## src/rtl/exception_sequencer_pkg.sv

```systemverilog
// Shared types and constants for the exception sequencer: FSM state encoding,
// cause codes and the default handler vector byte addresses.
package exception_sequencer_pkg;

    typedef enum logic [2:0] {
        ST_IDLE = 3'd0,
        ST_SAVE = 3'd1,
        ST_WAIT = 3'd2,
        ST_LOAD = 3'd3,
        ST_DONE = 3'd4
    } state_t;

    localparam logic [1:0] CAUSE_NONE = 2'd0;
    localparam logic [1:0] CAUSE_OPC  = 2'd1;
    localparam logic [1:0] CAUSE_OVF  = 2'd2;
    localparam logic [1:0] CAUSE_DIV0 = 2'd3;

    localparam logic [7:0] DEF_VEC_OPCODE = 8'd253;
    localparam logic [7:0] DEF_VEC_OVF    = 8'd254;
    localparam logic [7:0] DEF_VEC_DIV0   = 8'd255;

    function automatic logic [31:0] zext_byte(input logic [7:0] b);
        return {24'd0, b};
    endfunction

endpackage

```

## src/rtl/exception_sequencer_exc_priority_enc.sv

```systemverilog
// Combinational priority encoder: maps the three exception pulses to a cause
// code and a valid flag, opcode winning over overflow winning over div-by-zero.
import exception_sequencer_pkg::*;

module exc_priority_enc (
    input  logic       i_opcode_exc,
    input  logic       i_overflow_exc,
    input  logic       i_divzero_exc,
    output logic       o_valid,
    output logic [1:0] o_cause
);

    // Highest-priority event wins; simultaneous lower events are dropped.
    always_comb begin
        o_valid = 1'b0;
        o_cause = CAUSE_NONE;
        if (i_opcode_exc) begin
            o_valid = 1'b1;
            o_cause = CAUSE_OPC;
        end else if (i_overflow_exc) begin
            o_valid = 1'b1;
            o_cause = CAUSE_OVF;
        end else if (i_divzero_exc) begin
            o_valid = 1'b1;
            o_cause = CAUSE_DIV0;
        end else begin
            o_valid = 1'b0;
            o_cause = CAUSE_NONE;
        end
    end

endmodule

```

## src/rtl/exception_sequencer.sv

```systemverilog
// Exception sequencer: saves EPC, fetches the handler vector byte from memory
// and loads it into the PC while the main control unit is stalled.
import exception_sequencer_pkg::*;

module exception_sequencer #(
    parameter int         MEM_WAIT   = 2,
    parameter logic [7:0] VEC_OPCODE = DEF_VEC_OPCODE,
    parameter logic [7:0] VEC_OVF    = DEF_VEC_OVF,
    parameter logic [7:0] VEC_DIV0   = DEF_VEC_DIV0
) (
    input  logic        clk,
    input  logic        reset,
    input  logic        opcode_exc,
    input  logic        overflow_exc,
    input  logic        divzero_exc,
    input  logic [31:0] mem_rdata,
    output logic        busy,
    output logic        epc_load,
    output logic        mem_addr_ovr,
    output logic [31:0] mem_addr,
    output logic        pc_load,
    output logic [31:0] pc_value,
    output logic [1:0]  cause,
    output logic        done
);

    localparam int CNT_W = (MEM_WAIT > 1) ? $clog2(MEM_WAIT) : 1;
    localparam logic [CNT_W-1:0] CNT_LAST = CNT_W'(MEM_WAIT - 1);

    state_t             r_state;
    state_t             w_next_state;
    logic [CNT_W-1:0]   r_cnt;
    logic [1:0]         r_cause;
    logic [31:0]        r_pc_value;
    logic               w_exc_valid;
    logic [1:0]         w_exc_cause;
    logic               w_accept;
    logic [7:0]         w_vec;
    logic [31:0]        w_load_value;
    logic               w_unused;

    exc_priority_enc u_prio (
        .i_opcode_exc   (opcode_exc),
        .i_overflow_exc (overflow_exc),
        .i_divzero_exc  (divzero_exc),
        .o_valid        (w_exc_valid),
        .o_cause        (w_exc_cause)
    );

    assign w_accept     = (r_state == ST_IDLE) && w_exc_valid;
    assign w_load_value = zext_byte(mem_rdata[7:0]);
    // Only the low byte of the read word carries the vector.
    assign w_unused     = ^mem_rdata[31:8];

    // State register.
    always_ff @(posedge clk or posedge reset) begin
        if (reset) begin
            r_state <= ST_IDLE;
        end else begin
            r_state <= w_next_state;
        end
    end

    // Next-state logic; events arriving outside IDLE are ignored.
    always_comb begin
        w_next_state = r_state;
        case (r_state)
            ST_IDLE: begin
                if (w_accept) begin
                    w_next_state = ST_SAVE;
                end else begin
                    w_next_state = ST_IDLE;
                end
            end
            ST_SAVE: w_next_state = ST_WAIT;
            ST_WAIT: begin
                if (r_cnt == CNT_LAST) begin
                    w_next_state = ST_LOAD;
                end else begin
                    w_next_state = ST_WAIT;
                end
            end
            ST_LOAD: w_next_state = ST_DONE;
            ST_DONE: w_next_state = ST_IDLE;
            default: w_next_state = ST_IDLE;
        endcase
    end

    // Wait counter, latched cause and held PC vector.
    always_ff @(posedge clk or posedge reset) begin
        if (reset) begin
            r_cnt      <= '0;
            r_cause    <= CAUSE_NONE;
            r_pc_value <= 32'd0;
        end else begin
            if (w_accept) begin
                r_cause <= w_exc_cause;
            end else begin
                r_cause <= r_cause;
            end
            case (r_state)
                ST_SAVE: r_cnt <= '0;
                ST_WAIT: r_cnt <= r_cnt + CNT_W'(1);
                default: r_cnt <= '0;
            endcase
            if (r_state == ST_LOAD) begin
                r_pc_value <= w_load_value;
            end else begin
                r_pc_value <= r_pc_value;
            end
        end
    end

    // Vector byte address for the latched cause.
    always_comb begin
        case (r_cause)
            CAUSE_OPC:  w_vec = VEC_OPCODE;
            CAUSE_OVF:  w_vec = VEC_OVF;
            CAUSE_DIV0: w_vec = VEC_DIV0;
            default:    w_vec = 8'd0;
        endcase
    end

    // Output decode; LOAD forwards the fresh vector so PC sees it in the same cycle.
    always_comb begin
        busy         = 1'b0;
        epc_load     = 1'b0;
        mem_addr_ovr = 1'b0;
        mem_addr     = 32'd0;
        pc_load      = 1'b0;
        pc_value     = r_pc_value;
        cause        = r_cause;
        done         = 1'b0;
        case (r_state)
            ST_IDLE: begin
                busy = 1'b0;
            end
            ST_SAVE: begin
                busy         = 1'b1;
                epc_load     = 1'b1;
                mem_addr_ovr = 1'b1;
                mem_addr     = zext_byte(w_vec);
            end
            ST_WAIT: begin
                busy         = 1'b1;
                mem_addr_ovr = 1'b1;
                mem_addr     = zext_byte(w_vec);
            end
            ST_LOAD: begin
                busy         = 1'b1;
                mem_addr_ovr = 1'b1;
                mem_addr     = zext_byte(w_vec);
                pc_load      = 1'b1;
                pc_value     = w_load_value;
            end
            ST_DONE: begin
                busy = 1'b1;
                done = 1'b1;
            end
            default: begin
                busy = 1'b0;
            end
        endcase
    end

endmodule
```

## config.mk

```make
export PLATFORM = sky130hd
export DESIGN_NAME = exception_sequencer
export DESIGN_NICKNAME = d
export VERILOG_FILES = /design/src/rtl/exception_sequencer_pkg.sv /design/src/rtl/exception_sequencer_exc_priority_enc.sv /design/src/rtl/exception_sequencer.sv
export SDC_FILE = /design/constraint.sdc
export NUM_CORES = 1
export LEC_CHECK = 0
export ABC_AREA = 1
export ABC_CLOCK_PERIOD_IN_PS = 3300
export BUFFER_PORTS_ARGS = -buffer_cell sky130_fd_sc_hd__buf_2
export CORE_ASPECT_RATIO = 1.2
export CORE_MARGIN = 4
export CORE_UTILIZATION = 45
export DETAILED_ROUTE_END_ITERATION = 10
export GPL_TIMING_DRIVEN = 0
export PLACE_DENSITY = 0.85
export SETUP_SLACK_MARGIN = 0.5
export SYNTH_ARGS = -nofsm -noshare
export SYNTH_HDL_FRONTEND = slang
export SYNTH_SLANG_ARGS = --single-unit
export TNS_END_PERCENT = 5
```

## constraint.sdc

```tcl
create_clock -name clk -period 3.3 [get_ports clk]
set_clock_uncertainty 0.05 [all_clocks]
set_input_delay 0.165 -clock clk [delete_from_list [all_inputs] [get_ports clk]]
set_output_delay 0.165 -clock clk [all_outputs]
set_load 0.005 [all_outputs]
```

Yosys cells after proc, flatten, opt, wreduce, memory -nomap -nowiden
Index checks and enable logic that the tools add are counted.

cells by class
  reduce and logical (&&, ||, !) cells = 4
  equality and inequality tests = 7
  add/sub/neg operators = 1
  mux-type cells = 18

operators by type and width
  kind                                            number
  2-to-1 mux 32 bit                               1
  one-hot mux 8 bit (3 select lines)              1
  one-hot mux 3 bit (4 select lines)              1
  2-to-1 mux 1 bit                                11
  2-to-1 mux 8 bit                                1
  == test 3 x 2 -> 1 bit (second input constant)  2
  2-to-1 mux 2 bit                                3
  == test 2 bit (second input constant)           2
  OR reduction 4 bit                              1
  == test 3 x 1 -> 1 bit (second input constant)  1
  == test 3 bit (second input constant)           1
  logical NOT 3 bit                               1
  OR reduction 3 bit                              1
  == test 2 x 1 -> 1 bit (second input constant)  1
  adder 1 bit (second input constant)             1
  logical AND 1 bit                               1

word-level totals
  logic and storage cells = 34
  input bits = 37
  bits in registers = 38
  output and inout bits = 71

Longest topological paths before layout
  depth in word-level cells = 6
  depth in mapped cells = 6
  mapped depth without buffers = 6

Modules after synthesis
A second synthesis with hierarchy kept.

second synthesis, totals
  cells, all modules = 184
  area total of the unflattened synthesis = 1640.3 um^2

modules (own cells, without submodules)
  module               seq. area each (um^2)  instances  area each (um^2)  cells an instance
  exception_sequencer  950.9                  1          1611.5            177
  exc_priority_enc     0.0                    1          28.8              7

Worst setup path before layout
No wires, ideal clock.

  path kind = register to output
  start = register r_state[1]
  end = output mem_addr[3]
  slack = 1918 ps
  data required time = 3085 ps
  arrival time = 1167 ps
  path buffers = 1
  stages on the path, launching flop included = 6
  cells stage by stage = dfrtp_1 -> inv_2 -> nand2_1 -> nand2_1 -> a21oi_1 -> buf_4

between the ends
  longest elaborated chain between the ends = 3
  elaborated cells between the ends (all ways) = 5
  those cells by class = eq/ne (3); mux (1); reduce/logical (1)

ends and longest elaborated chain
  element                                                           line                        source
  start: declaration                                                exception_sequencer.sv:30   state_t r_state;
  start signal: assignment                                          exception_sequencer.sv:60   r_state <= w_next_state;
  == test 3 x 2 -> 1 bit or == test 3 x 1 -> 1 bit (tied branches)  exception_sequencer.sv:134  case (r_state)
  OR reduction 3 bit (no line) (*)                                  n/a
  2-to-1 mux 8 bit (*)                                              exception_sequencer.sv:134
  end: declaration                                                  exception_sequencer.sv:20   output logic [31:0] mem_addr,

Mark *: on every way between the ends. The rest lies on a longest branch, timed or not.

Final worst setup path
  start = register r_state[1]
  end = output mem_addr[4]

Same word-level chain as after synthesis.

==> results.json <==
{
  "share_of_the_cycle_needed_by_the_critical_path_after_routing": 0.5638,
  "top_level_ports": 108,
  "critical_path.endpoint_type": "primary output",
  "first_pass_iters": 4,
  "synthCells": 182,
  "synth.mux.area_fraction": 0,
  "register_area_um2": 950.9,
  "num_antenna_cells": 0,
  "synth.cell_area_mm2": 0.001662,
  "critical_path_class": "reg2out",
  "yosys.cell_count.top_type": "sky130_fd_sc_hd__dfrtp_1",
  "combinational_family_with_the_most_area_after_synthesis": "buffers and inverters",
  "hold_buffers": 1,
  "rsz0062_at_grt": "no",
  "placedInstanceArea_mm2": 0.002117,
  "ys_top_cells_by_count": "sky130_fd_sc_hd__dfrtp_1 (38), sky130_fd_sc_hd__inv_1 (35), sky130_fd_sc_hd__nand2_1 (34)",
  "die_outline_area_mm2": 0.004733,
  "cts.clk_slew.worst_paths_ns": 0.07,
  "cts_root_buffer": "sky130_fd_sc_hd__clkbuf_8",
  "ant_nets": 0,
  "multi_input_area_um2": 399.1,
  "clock_path_buffers": 2,
  "worst_slew_pin_slew_ns": 0.7686,
  "instances_no_fill": 311,
  "setup.worst_path.start_class": "register",
  "synth.lib_cells_used.distinct": 15,
  "layout.filler_cells": 295,
  "synth-xor-area-share": 0,
  "cp-startpoint": "r_state[1]$_DFF_PP0_",
  "regToRegSetupSlack_ns": 2.11,
  "design_area_mm2": 0.002237,
  "synth_async_sr_flop_share": 1.000,
  "min_path_type": "in2reg",
  "postSynthAreaPerCell_um2": 9.130,
  "report.final.hold_viol_count": 0,
  "fin_setup_tns_ns": 0,
  "synth-compound-area-share": 0.01205,
  "vias_per_cell": 4.019,
  "synth_top_cell_area_share": 0.5723,
  "finalWorstPathRequiredPeriod_ns": 1.861,
  "vias_in_the_first_global_route": 1172,
  "r2r-end": "cause[0]$_DFFE_PP0P_",
  "initial_utilization": 0.4812,
  "dp_cells": 302,
  "outcome": "finished, final reports clean",
  "timing.slew.headroom": 0.4870,
  "place_worst_setup_slack_ns": 1.714,
  "globalRouteTotalUtil": 0.1388,
  "vias": 1250,
  "post-dp-hpwl_um": 2457,
  "worst_path_fanout_max": 6,
  "final-max-slew-violation-count": 0,
  "chipHeight_um": 74.57,
  "worst-endpoint-required_ns": 3.08,
  "final_core_util": 0.6478,
  "horizontal_extent_of_the_die_um": 63.47,
  "numClockSinks": 38,
  "place_congestion": 0.7070,
  "cap_viol_max_count": 0,
  "synthTopCellsByArea": "sky130_fd_sc_hd__dfrtp_1 (57%), sky130_fd_sc_hd__buf_4 (13%), sky130_fd_sc_hd__inv_1 (7.9%)",
  "cts_buffer_count": 5,
  "grt_start_max_net_pins": 21,
  "globalRoute.totalOverflow": 0,
  "area.growth.synth_to_final_pct": 34.64,
  "cts.repair_timing.setup_buffer_count": 0,
  "worstSkewPairLatency_ns": 0.27,
  "antenna_found_initial": 0,
  "cellLeakagePower_nw": 1.387,
  "drive_above_1_share": 0.3832,
  "fmax_mhz": 537.5,
  "synth_seq_cells": 38,
  "peakVddDrop_uv": 426.6,
  "routedWlPerCell_um": 9.926,
  "ctsResizeCount": 0,
  "yosys_most_used_dff": "sky130_fd_sc_hd__dfrtp_1",
  "design.final.nets": 310,
  "r2r-start": "r_state[1]$_DFF_PP0_",
  "route.final.wire_length_um": 3087,
  "power_density_mw_per_mm2": 712.8,
  "setup-violations-final": 0,
  "buffer_ports.inserted": 59,
  "rows": 23,
  "synth_simple_gate_area_share": 0.1739,
  "synthesized_area_fraction_occupied_by_adder_cells": 0,
  "drc": 0,
  "grt_first_pass_wirelength_um": 5223,
  "cts_tree": "built",
  "yosys_warnings": 0,
  "detail_route.iter0.violations": 36,
  "timing.reg2reg.worst_path_depth": 6,
  "synth-edff-count": 0,
  "timing.critical_path.to": "mem_addr[4]",
  "arrival_ns": 1.65,
  "yosys.area.top_type": "sky130_fd_sc_hd__dfrtp_1",
  "floorplan.core_area_mm2": 0.003453,
  "htree_num_levels": 2,
  "synth-seq-area-share": 0.5723,
  "timing.final.ws_setup_ns": 1.439
}
## worst min-delay path by stage
stage,from,endpoint,depth (start not counted)
after floorplan,opcode_exc,cause[0]$_DFFE_PP0P_,2
after global placement,mem_rdata[3],r_pc_value[3]$_DFF_PP0_,3
after detailed placement,reset,r_pc_value[0]$_DFF_PP0_,2
after CTS,mem_rdata[6],r_pc_value[6]$_DFF_PP0_,3
after global routing,mem_rdata[5],r_pc_value[5]$_DFF_PP0_,3
final,mem_rdata[1],r_pc_value[1]$_DFF_PP0_,3
## per-layer routing
| metal | routed length (µm) | vias to the layer above | share of wire | global-route usage |
|---|---|---|---|---|
| met1 | 1266 | 542 | 0.41 | 0.1691 |
| met4 | 19 | 0 | 0.0062 | 0.04796 |
| met3 | 247 | 4 | 0.080 | 0.04381 |
| li1 | - | 646 | - | - |
| met2 | 1554 | 58 | 0.50 | 0.2355 |
| met5 | 0 | - | 0 | 0 |
## cell type report
class	instances	share of cell area
repair buffers	61	0.1488
multi-input cells	97	0.1784
inverters	38	0.06376
clock inverters	2	0.01678
plain buffers	32	0.1141
flip-flops and latches	38	0.4251
clock buffers	6	0.03244
well taps	37	0.02069
## power breakdown
part	internal (mW)	switching, mW	leakage, nW
registers	0.548	0.0437	0.510
clock network	0.225	0.151	0.0514
logic	0.300	0.326	0.826
total	1.07	0.521	1.39
## cells in the final DEF (no fill, tap or decap)
cell type	netlist	final
sky130_fd_sc_hd__dlygate4sd3_1	0	1
sky130_fd_sc_hd__buf_8	1	1
sky130_fd_sc_hd__inv_1	35	35
sky130_fd_sc_hd__a21oi_1	1	1
sky130_fd_sc_hd__buf_16	0	1
sky130_fd_sc_hd__inv_2	3	3
sky130_fd_sc_hd__o21ai_0	3	3
sky130_fd_sc_hd__nor2_8	1	1
sky130_fd_sc_hd__bufinv_16	0	1
sky130_fd_sc_hd__nand2_1	34	34
sky130_fd_sc_hd__buf_2	0	59
sky130_fd_sc_hd__nand2_4	1	1
sky130_fd_sc_hd__buf_6	2	2
sky130_fd_sc_hd__clkbuf_1	0	1
sky130_fd_sc_hd__conb_1	1	24
sky130_fd_sc_hd__buf_4	29	29
sky130_fd_sc_hd__dfrtp_1	38	38
sky130_fd_sc_hd__nor2_2	1	1
sky130_fd_sc_hd__clkbuf_8	0	5
sky130_fd_sc_hd__clkinvlp_4	0	1
sky130_fd_sc_hd__nor2_1	29	29
sky130_fd_sc_hd__nand3_1	3	3
## flip-flops by register name, indices dropped and copies added, names as in the netlist
| name | flops |
|---|---|
| r_pc_value | 32 |
| r_state | 3 |
| cause | 2 |
| r_cnt | 1 |
## cells by family after synthesis
kind of cell	Yosys count
AO/OA/AOI/OAI	4
AND/OR/NAND/NOR	69
other	1
buffers and inverters	70
flip-flops	38
## stage by stage
step | hold slack (ns) | power (mW)
floorplan | 0.2645 | 0.9928
global placement | 0.3345 | 1.212
detailed placement | 0.2959 | 1.239
CTS | 0.04244 | 1.624
global route | 0.05675 | 1.720
finish | 0.05256 | 1.595
## critical path, stage by stage (launching register included)
cell	delay, ns
sky130_fd_sc_hd__dfrtp_1	0.41
sky130_fd_sc_hd__inv_2	0.09
sky130_fd_sc_hd__nand2_1	0.13
sky130_fd_sc_hd__nand2_1	0.13
sky130_fd_sc_hd__a21oi_1	0.34
sky130_fd_sc_hd__buf_4	0.17
sky130_fd_sc_hd__buf_2	0.10
(Power assumes the default switching activity.)
